--- src/rtl/cmsdk_sram_arbiter_pkg.sv ---
// Shared constants for the two-port SRAM arbiter: port encodings,
// arbitration mode selectors and the hold counter width.
package cmsdk_sram_arbiter_pkg;

  localparam logic PORT0      = 1'b0;
  localparam logic PORT1      = 1'b1;
  localparam int   PRIO_RR    = 0;
  localparam int   PRIO_FIXED = 1;
  localparam int   HOLD_CNT_W = 4;

endpackage

--- src/rtl/cmsdk_sram_arbiter_pick.sv ---
// Combinational grant selection for the two-port SRAM arbiter.
module cmsdk_sram_arbiter_pick
  import cmsdk_sram_arbiter_pkg::*;
#(
  parameter int MAX_HOLD  = 4,
  parameter int PRIO_MODE = PRIO_RR
) (
  input  logic                  valid0,
  input  logic                  valid1,
  input  logic                  last_owner,
  input  logic [HOLD_CNT_W-1:0] hold_cnt,
  output logic                  grant0,
  output logic                  grant1
);

  localparam logic [HOLD_CNT_W-1:0] MAX_HOLD_C = HOLD_CNT_W'(MAX_HOLD);

  logic keep_owner;
  logic winner;

  always_comb begin
    grant0     = 1'b0;
    grant1     = 1'b0;
    // A zero hold count means nobody currently owns a burst (reset or idle),
    // so a tie goes to the port that did not own the bus last.
    keep_owner = (hold_cnt != '0) && (hold_cnt < MAX_HOLD_C);
    winner     = keep_owner ? last_owner : ~last_owner;
    if (PRIO_MODE == PRIO_FIXED) begin
      grant0 = valid0;
      grant1 = valid1 & ~valid0;
    end else if (valid0 && valid1) begin
      grant0 = (winner == PORT0);
      grant1 = (winner == PORT1);
    end else begin
      grant0 = valid0;
      grant1 = valid1;
    end
  end

endmodule

--- src/rtl/cmsdk_sram_arbiter.sv ---
// Two-port arbiter in front of a single-port SRAM with one-cycle read latency.
module cmsdk_sram_arbiter
  import cmsdk_sram_arbiter_pkg::*;
#(
  parameter int AW        = 16,
  parameter int MAX_HOLD  = 4,
  parameter int PRIO_MODE = PRIO_RR
) (
  input  logic          CLK,
  input  logic          RESETn,
  input  logic          req0_valid,
  output logic          req0_ready,
  input  logic          req0_write,
  input  logic [AW-1:0] req0_addr,
  input  logic [31:0]   req0_wdata,
  input  logic [3:0]    req0_wstrb,
  output logic          rsp0_valid,
  output logic [31:0]   rsp0_rdata,
  input  logic          req1_valid,
  output logic          req1_ready,
  input  logic          req1_write,
  input  logic [AW-1:0] req1_addr,
  input  logic [31:0]   req1_wdata,
  input  logic [3:0]    req1_wstrb,
  output logic          rsp1_valid,
  output logic [31:0]   rsp1_rdata,
  output logic          SRAM_CS,
  output logic [AW-1:0] SRAM_ADDR,
  output logic [31:0]   SRAM_WDATA,
  output logic [3:0]    SRAM_WREN,
  input  logic [31:0]   SRAM_RDATA
);

  localparam logic [HOLD_CNT_W-1:0] MAX_HOLD_C = HOLD_CNT_W'(MAX_HOLD);

  logic                  last_owner_q, last_owner_d;
  logic [HOLD_CNT_W-1:0] hold_cnt_q, hold_cnt_d;
  logic                  rsp_valid_q, rsp_valid_d;
  logic                  rsp_owner_q, rsp_owner_d;
  logic                  grant0, grant1, any_grant, grant_port, grant_write;
  logic [3:0]            grant_wstrb;

  // Requests are masked while in reset so the SRAM is released immediately.
  cmsdk_sram_arbiter_pick #(
    .MAX_HOLD  (MAX_HOLD),
    .PRIO_MODE (PRIO_MODE)
  ) u_pick (
    .valid0     (req0_valid & RESETn),
    .valid1     (req1_valid & RESETn),
    .last_owner (last_owner_q),
    .hold_cnt   (hold_cnt_q),
    .grant0     (grant0),
    .grant1     (grant1)
  );

  always_comb begin
    any_grant   = grant0 | grant1;
    grant_port  = grant1 ? PORT1 : PORT0;
    req0_ready  = grant0;
    req1_ready  = grant1;
    SRAM_ADDR   = '0;
    SRAM_WDATA  = '0;
    grant_write = 1'b0;
    grant_wstrb = 4'h0;
    if (grant0) begin
      SRAM_ADDR   = req0_addr;
      SRAM_WDATA  = req0_wdata;
      grant_write = req0_write;
      grant_wstrb = req0_wstrb;
    end else if (grant1) begin
      SRAM_ADDR   = req1_addr;
      SRAM_WDATA  = req1_wdata;
      grant_write = req1_write;
      grant_wstrb = req1_wstrb;
    end
    SRAM_CS   = any_grant;
    SRAM_WREN = grant_write ? grant_wstrb : 4'h0;
  end

  always_comb begin
    last_owner_d = last_owner_q;
    hold_cnt_d   = hold_cnt_q;
    rsp_valid_d  = any_grant & ~grant_write;
    rsp_owner_d  = grant_port;
    if (PRIO_MODE == PRIO_FIXED) begin
      hold_cnt_d = '0;
      if (any_grant) last_owner_d = grant_port;
    end else if (!any_grant) begin
      hold_cnt_d = '0;
    end else if (grant_port == last_owner_q) begin
      if (hold_cnt_q < MAX_HOLD_C) hold_cnt_d = hold_cnt_q + 1'b1;
    end else begin
      hold_cnt_d   = HOLD_CNT_W'(1);
      last_owner_d = grant_port;
    end
  end

  always_ff @(posedge CLK or negedge RESETn) begin
    if (!RESETn) begin
      last_owner_q <= PORT1;
      hold_cnt_q   <= '0;
      rsp_valid_q  <= 1'b0;
      rsp_owner_q  <= PORT0;
    end else begin
      last_owner_q <= last_owner_d;
      hold_cnt_q   <= hold_cnt_d;
      rsp_valid_q  <= rsp_valid_d;
      rsp_owner_q  <= rsp_owner_d;
    end
  end

  always_comb begin
    rsp0_valid = rsp_valid_q & (rsp_owner_q == PORT0);
    rsp1_valid = rsp_valid_q & (rsp_owner_q == PORT1);
    rsp0_rdata = rsp0_valid ? SRAM_RDATA : 32'h0;
    rsp1_rdata = rsp1_valid ? SRAM_RDATA : 32'h0;
  end

endmodule

--- config.mk ---
export PLATFORM = sky130hd
export DESIGN_NAME = cmsdk_sram_arbiter
export DESIGN_NICKNAME = d
export VERILOG_FILES = /design/src/rtl/cmsdk_sram_arbiter_pkg.sv /design/src/rtl/cmsdk_sram_arbiter_pick.sv /design/src/rtl/cmsdk_sram_arbiter.sv
export SDC_FILE = /design/constraint.sdc
export NUM_CORES = 1
export LEC_CHECK = 0
export ABC_AREA = 1
export CAP_MARGIN = 30
export CORE_MARGIN = 10
export CORE_UTILIZATION = 21
export CTS_CLUSTER_DIAMETER = 80
export DETAILED_ROUTE_END_ITERATION = 6
export GPL_ROUTABILITY_DRIVEN = 0
export PLACE_DENSITY = 0.8
export RECOVER_POWER = 25
export SYNTH_ARGS = -nofsm -noshare
export SYNTH_HDL_FRONTEND = slang
export SYNTH_SLANG_ARGS = --single-unit
--- constraint.sdc ---
create_clock -name CLK -period 2.5 [get_ports CLK]
set_input_delay 0.75 -clock CLK [delete_from_list [all_inputs] [get_ports CLK]]
set_output_delay 0.75 -clock CLK [all_outputs]
set_load 0.05 [all_outputs]
==> flow_metrics.tcl, run 1 <==
set metrics [dict create \
    overflow 160 \
    synth-seq-cells 7 \
    avgSynthCellArea_um2 4.54 \
    ys.warnings.count 0 \
    grt_util_all_layers_pct 62.1 \
    num_rows 30 \
    htree_levels 1 \
    io_buffers 262 \
    synth_cell_types 19 \
    dp_hpwl_um 11600 \
    start_util_pct 21.8 \
    haltStage "5_1_grt" \
    cts_buffers 3 \
    toolErrorMsg "[ERROR GRT-0232] Routing congestion too high. Check the congestion heatmap in the GUI." \
    endpoint_type "output port" \
    synth_cells 328 \
    worst_endpoint "SRAM_WDATA[2]" \
    yosys.area.top_type_share_pct 41.3 \
    ios 263 \
    dp_cells 687 \
    fp.dieW_um 104 \
    synth.largest_area_cell "nand2_1" \
    die_h_um 104 \
    synth_nets 472 \
    syn_area_mm2 0.00149 \
    cts.sinks 7 \
    status "aborted with a tool error" \
    cts_root_buf "clkbuf_8" \
    antenna_found_initial 2 \
    clk_path_buf_depth 2 \
    synth_area_leaders "nand2_1 41%, nor2_1 18%, inv_1 12%, dfrtp_1 10%, nand3_1 3.0%" \
    yosysSeqAreaShare_pct 11.8 \
    hold_buffers 0 \
    grt_max_degree 34 \
]
-- routing by layer --
| layer | GRT overflow | global-route usage [%] |
|---|---|---|
| met2 | 100 | 87.5 |
| met4 | 57 | 73.9 |
| met5 | 0 | 0 |
| met3 | 1 | 35.9 |
| met1 | 2 | 57.5 |
-- kinds of logic after synthesis --
family | synth area share, %
compound gates | 1.34
xor+xnor | 0.588
fa+ha+maj | 1.68
buf+inv | 18.4
flops | 11.8
simple gates | 66.1
-- metrics by stage --
step	TNS (ps)	utilization, %	hold WS (ps)	worst slack [ps]	area [um2]
2_1_floorplan	-4340	-	454	-145	1610
3_3_place_gp	-25500	81.7	545	-510	5580
3_5_place_dp	-28130	81.7	555	-587	5580
4_1_cts	-6100	93.1	436	-161	6360
-- repair_timing --
| item | 4_1_cts |
|---|---|
| gates cloned | 7 |
| resized for setup | 134 |
| buffers inserted | 18 |
| pin swaps | 28 |
| setup endpoints to repair | 55 |
-- cells in the mapped netlist, drive strengths merged --
master / number
nand2: 167
nor2: 72
inv: 49
buf: 10
nand3: 10
clkbuf: 6
dfrtp: 6
a21oi: 2
ha: 2
o21ai: 2
dfstp: 1
xor2: 1
==> inputs of run 2 (changes only) <==
--- a/config.mk
+++ b/config.mk
@@ -9,10 +9,9 @@
 export CAP_MARGIN = 30
 export CORE_MARGIN = 10
 export CORE_UTILIZATION = 21
-export CTS_CLUSTER_DIAMETER = 80
 export DETAILED_ROUTE_END_ITERATION = 6
 export GPL_ROUTABILITY_DRIVEN = 0
-export PLACE_DENSITY = 0.8
+export PLACE_DENSITY_LB_ADDON = 0.15
 export RECOVER_POWER = 25
 export SYNTH_ARGS = -nofsm -noshare
 export SYNTH_HDL_FRONTEND = slang
==> flow_metrics.tcl, run 2 <==
set metrics [dict create \
    yosysSeqAreaShare_pct 11.8 \
    setup_viol 91 \
    n_fill_cell 134 \
    overflow 0 \
    status "complete, but fails checks" \
    ant_nets 0 \
    grt_use_met2_pct 57.7 \
    drt-total-wl_um 21100 \
    grt_util_all_layers_pct 30.0 \
    finalClockSkew_ps 8.78 \
    cp.required_ps 1750 \
    rsz0062_at_grt "true" \
    max_cap_violations 0 \
    ys.warnings.count 0 \
    synth_cells 328 \
    cts_buffers 3 \
    synth_area_leaders "nand2_1 41%, nor2_1 18%, inv_1 12%, dfrtp_1 10%, nand3_1 3.0%" \
    num_rows 30 \
    first_global_vias 4026 \
    tns_ps -14730 \
    avgViaCountPerCell 5.41 \
    p_per_area_mw_per_mm2 312 \
    synth.largest_area_cell "nand2_1" \
    mostFrequentLayoutCell "clkdlybuf4s50_1" \
    yosys.area.top_type_share_pct 41.3 \
    synth_cell_types 19 \
    drt_pass1_iterations 5 \
    first_iter_violations 320 \
    post_drt_wl_per_cell_um 29.5 \
    grt_pass1_wl_um 25600 \
    area_delta_synth_final_pct 345 \
    grt_use_met3_pct 8.80 \
    worstSkewPairLatency_ps 240 \
    hold_path.class "in2async" \
    drv_slew 0 \
    vias 3876 \
    htree_levels 1 \
    hold_buffers 0 \
    timing.final.ws_setup_ps -354 \
    end_kind "output pin" \
    critPathMaxFanout 10 \
    top_register "hold_cnt_q" \
    async_flop_share_pct 100 \
    drc 0 \
    drive_above_1_share_pct 50.9 \
    tightest_slew_ps 467 \
    critPathMostFrequentCell "nand2_2" \
    cts.sinks 7 \
    finalCriticalPeriod_ps 2850 \
    use_met1_pct 28.0 \
    cts_tree "built" \
    die_h_um 104 \
    synth_most_common_cell "nand2_1" \
    worstPathCellList "nor2_4 -> nand2_2 -> nand2_2 -> nand3_4 -> nand2_4 -> clkinv_8 -> buf_12 -> nand2_1 -> nand2_2 -> buf_12" \
    synth_nets 472 \
    grt_max_degree 34 \
    whs_ps 402 \
    cp-start-kind "flop" \
    irDropWorstVdd_v 0.000261 \
    dp_hpwl_um 11800 \
    fp.dieW_um 104 \
    violations "negative setup slack" \
    cts_root_buf "clkbuf_8" \
    hold_viol_final 0 \
    busiest_layer "met2" \
    clk_path_buf_depth 2 \
    io_buffers 262 \
    fmax_mhz 350 \
    slew_headroom_pct 68.5 \
    largest_reg_flops 4 \
    worstPathArrival_ps 2100 \
    fin_nets 764 \
    synth_edf_count 0 \
    final_cell_mix "138 x clkdlybuf4s50_1, 129 x buf_12, 68 x nor2_1" \
    start_util_pct 21.8 \
    antenna_found_initial 2 \
    synth_ff_type "dfrtp_1" \
    ios 263 \
    syn_area_mm2 0.00149 \
    criticalPathCategory "reg2out" \
    path_clk_slew_ps 50 \
    leakagePower_nw 3.17 \
    avgSynthCellArea_um2 4.54 \
    ys_top_cells_by_count "164 x nand2_1, 71 x nor2_1, 48 x inv_1" \
    slowest_delay_ps 420 \
    core_mm2 0.00683 \
    synth-seq-cells 7 \
    dieArea_mm2 0.0109 \
    cpMaxStageDelayCell "dfrtp_1" \
    post-route-period-util_pct 114 \
    post-route-util_pct 97.0 \
]
## run 2: cell counts after synthesis
Identical to the previous run, type by type.
## run 2: worst max-delay path, delay by kind of cell (launching register included)
| kind | cells | cell delay [ps] |
|---|---|---|
| and+or+nand+nor | 7 | 980 |
| buffers and inverters | 3 | 460 |
| DFF | 1 | 420 |
## run 2: logic make-up after synthesis
kind of cell               share of synthesized area [%]
and+or+nand+nor                                     66.1
buffers and inverters                               18.4
DFF                                                 11.8
AOI/OAI and AO/OA                                   1.34
adders and majority gates                           1.68
xor gates and xnor gates                           0.588
## run 2: final timing paths
path	depth (start not counted)	to	from	slack, ps
worst max-delay path	10	SRAM_ADDR[2]	hold_cnt_q[3]$_DFFE_PN0P_	-350
worst min-delay path	2	rsp_owner_q$_DFF_PN0_	RESETn	400
worst max register to register	12	hold_cnt_q[3]$_DFFE_PN0P_	hold_cnt_q[0]$_DFFE_PN0P_	610
worst min register to register	2	hold_cnt_q[2]$_DFFE_PN0P_	hold_cnt_q[2]$_DFFE_PN0P_	620
max in group asynchronous	2	last_owner_q$_DFFE_PN1P_	RESETn	1890
min in group CLK	2	hold_cnt_q[2]$_DFFE_PN0P_	hold_cnt_q[2]$_DFFE_PN0P_	620
## run 2: area by class of cell
| type | instances | area [um2] | area share [%] |
|---|---|---|---|
| tap | 96 | 120 | 1.81 |
| timing repair buffer | 302 | 4370 | 66.0 |
| multi-input combinational | 256 | 1690 | 25.5 |
| clock buffer | 4 | 45.0 | 0.680 |
| timing repair inverter | 1 | 7.51 | 0.113 |
| inverter | 49 | 206 | 3.12 |
| antenna | 2 | 5.00 | 0.0755 |
| sequential | 7 | 176 | 2.66 |
## run 2: layer usage
metal	wire [um]	up-vias
met5	0	-
li1	-	1524
met1	6360	1826
met4	2050	0
met2	10700	389
met3	2020	137
## run 2: report_power, final
| part | switching [mW] | total [mW] | internal, mW |
|---|---|---|---|
| registers | 0.00701 | 0.129 | 0.122 |
| clock network | 0.0635 | 0.175 | 0.112 |
| logic | 0.932 | 1.77 | 0.834 |
## run 2: through the flow
stage	total power [mW]	cell area (um2)	std cells	worst slack [ps]
after global routing	2.11	6630	717	-442
after CTS	1.90	6280	709	-119
after floorplan	0.741	1610	328	-145
final	2.07	6630	717	-354
after global placement	1.55	5610	686	-530
after detailed placement	1.57	5610	686	-609
## run 2: timing repair
item                                    CTS  global route
gates cloned                              6             3
resized for setup                       120            79
endpoints found under the setup margin   87            86
setup buffers                            14             6
pin swaps                                36            19
endpoints found under the hold margin     0             0
No activity file was read; power rests on OpenSTA's default activity.
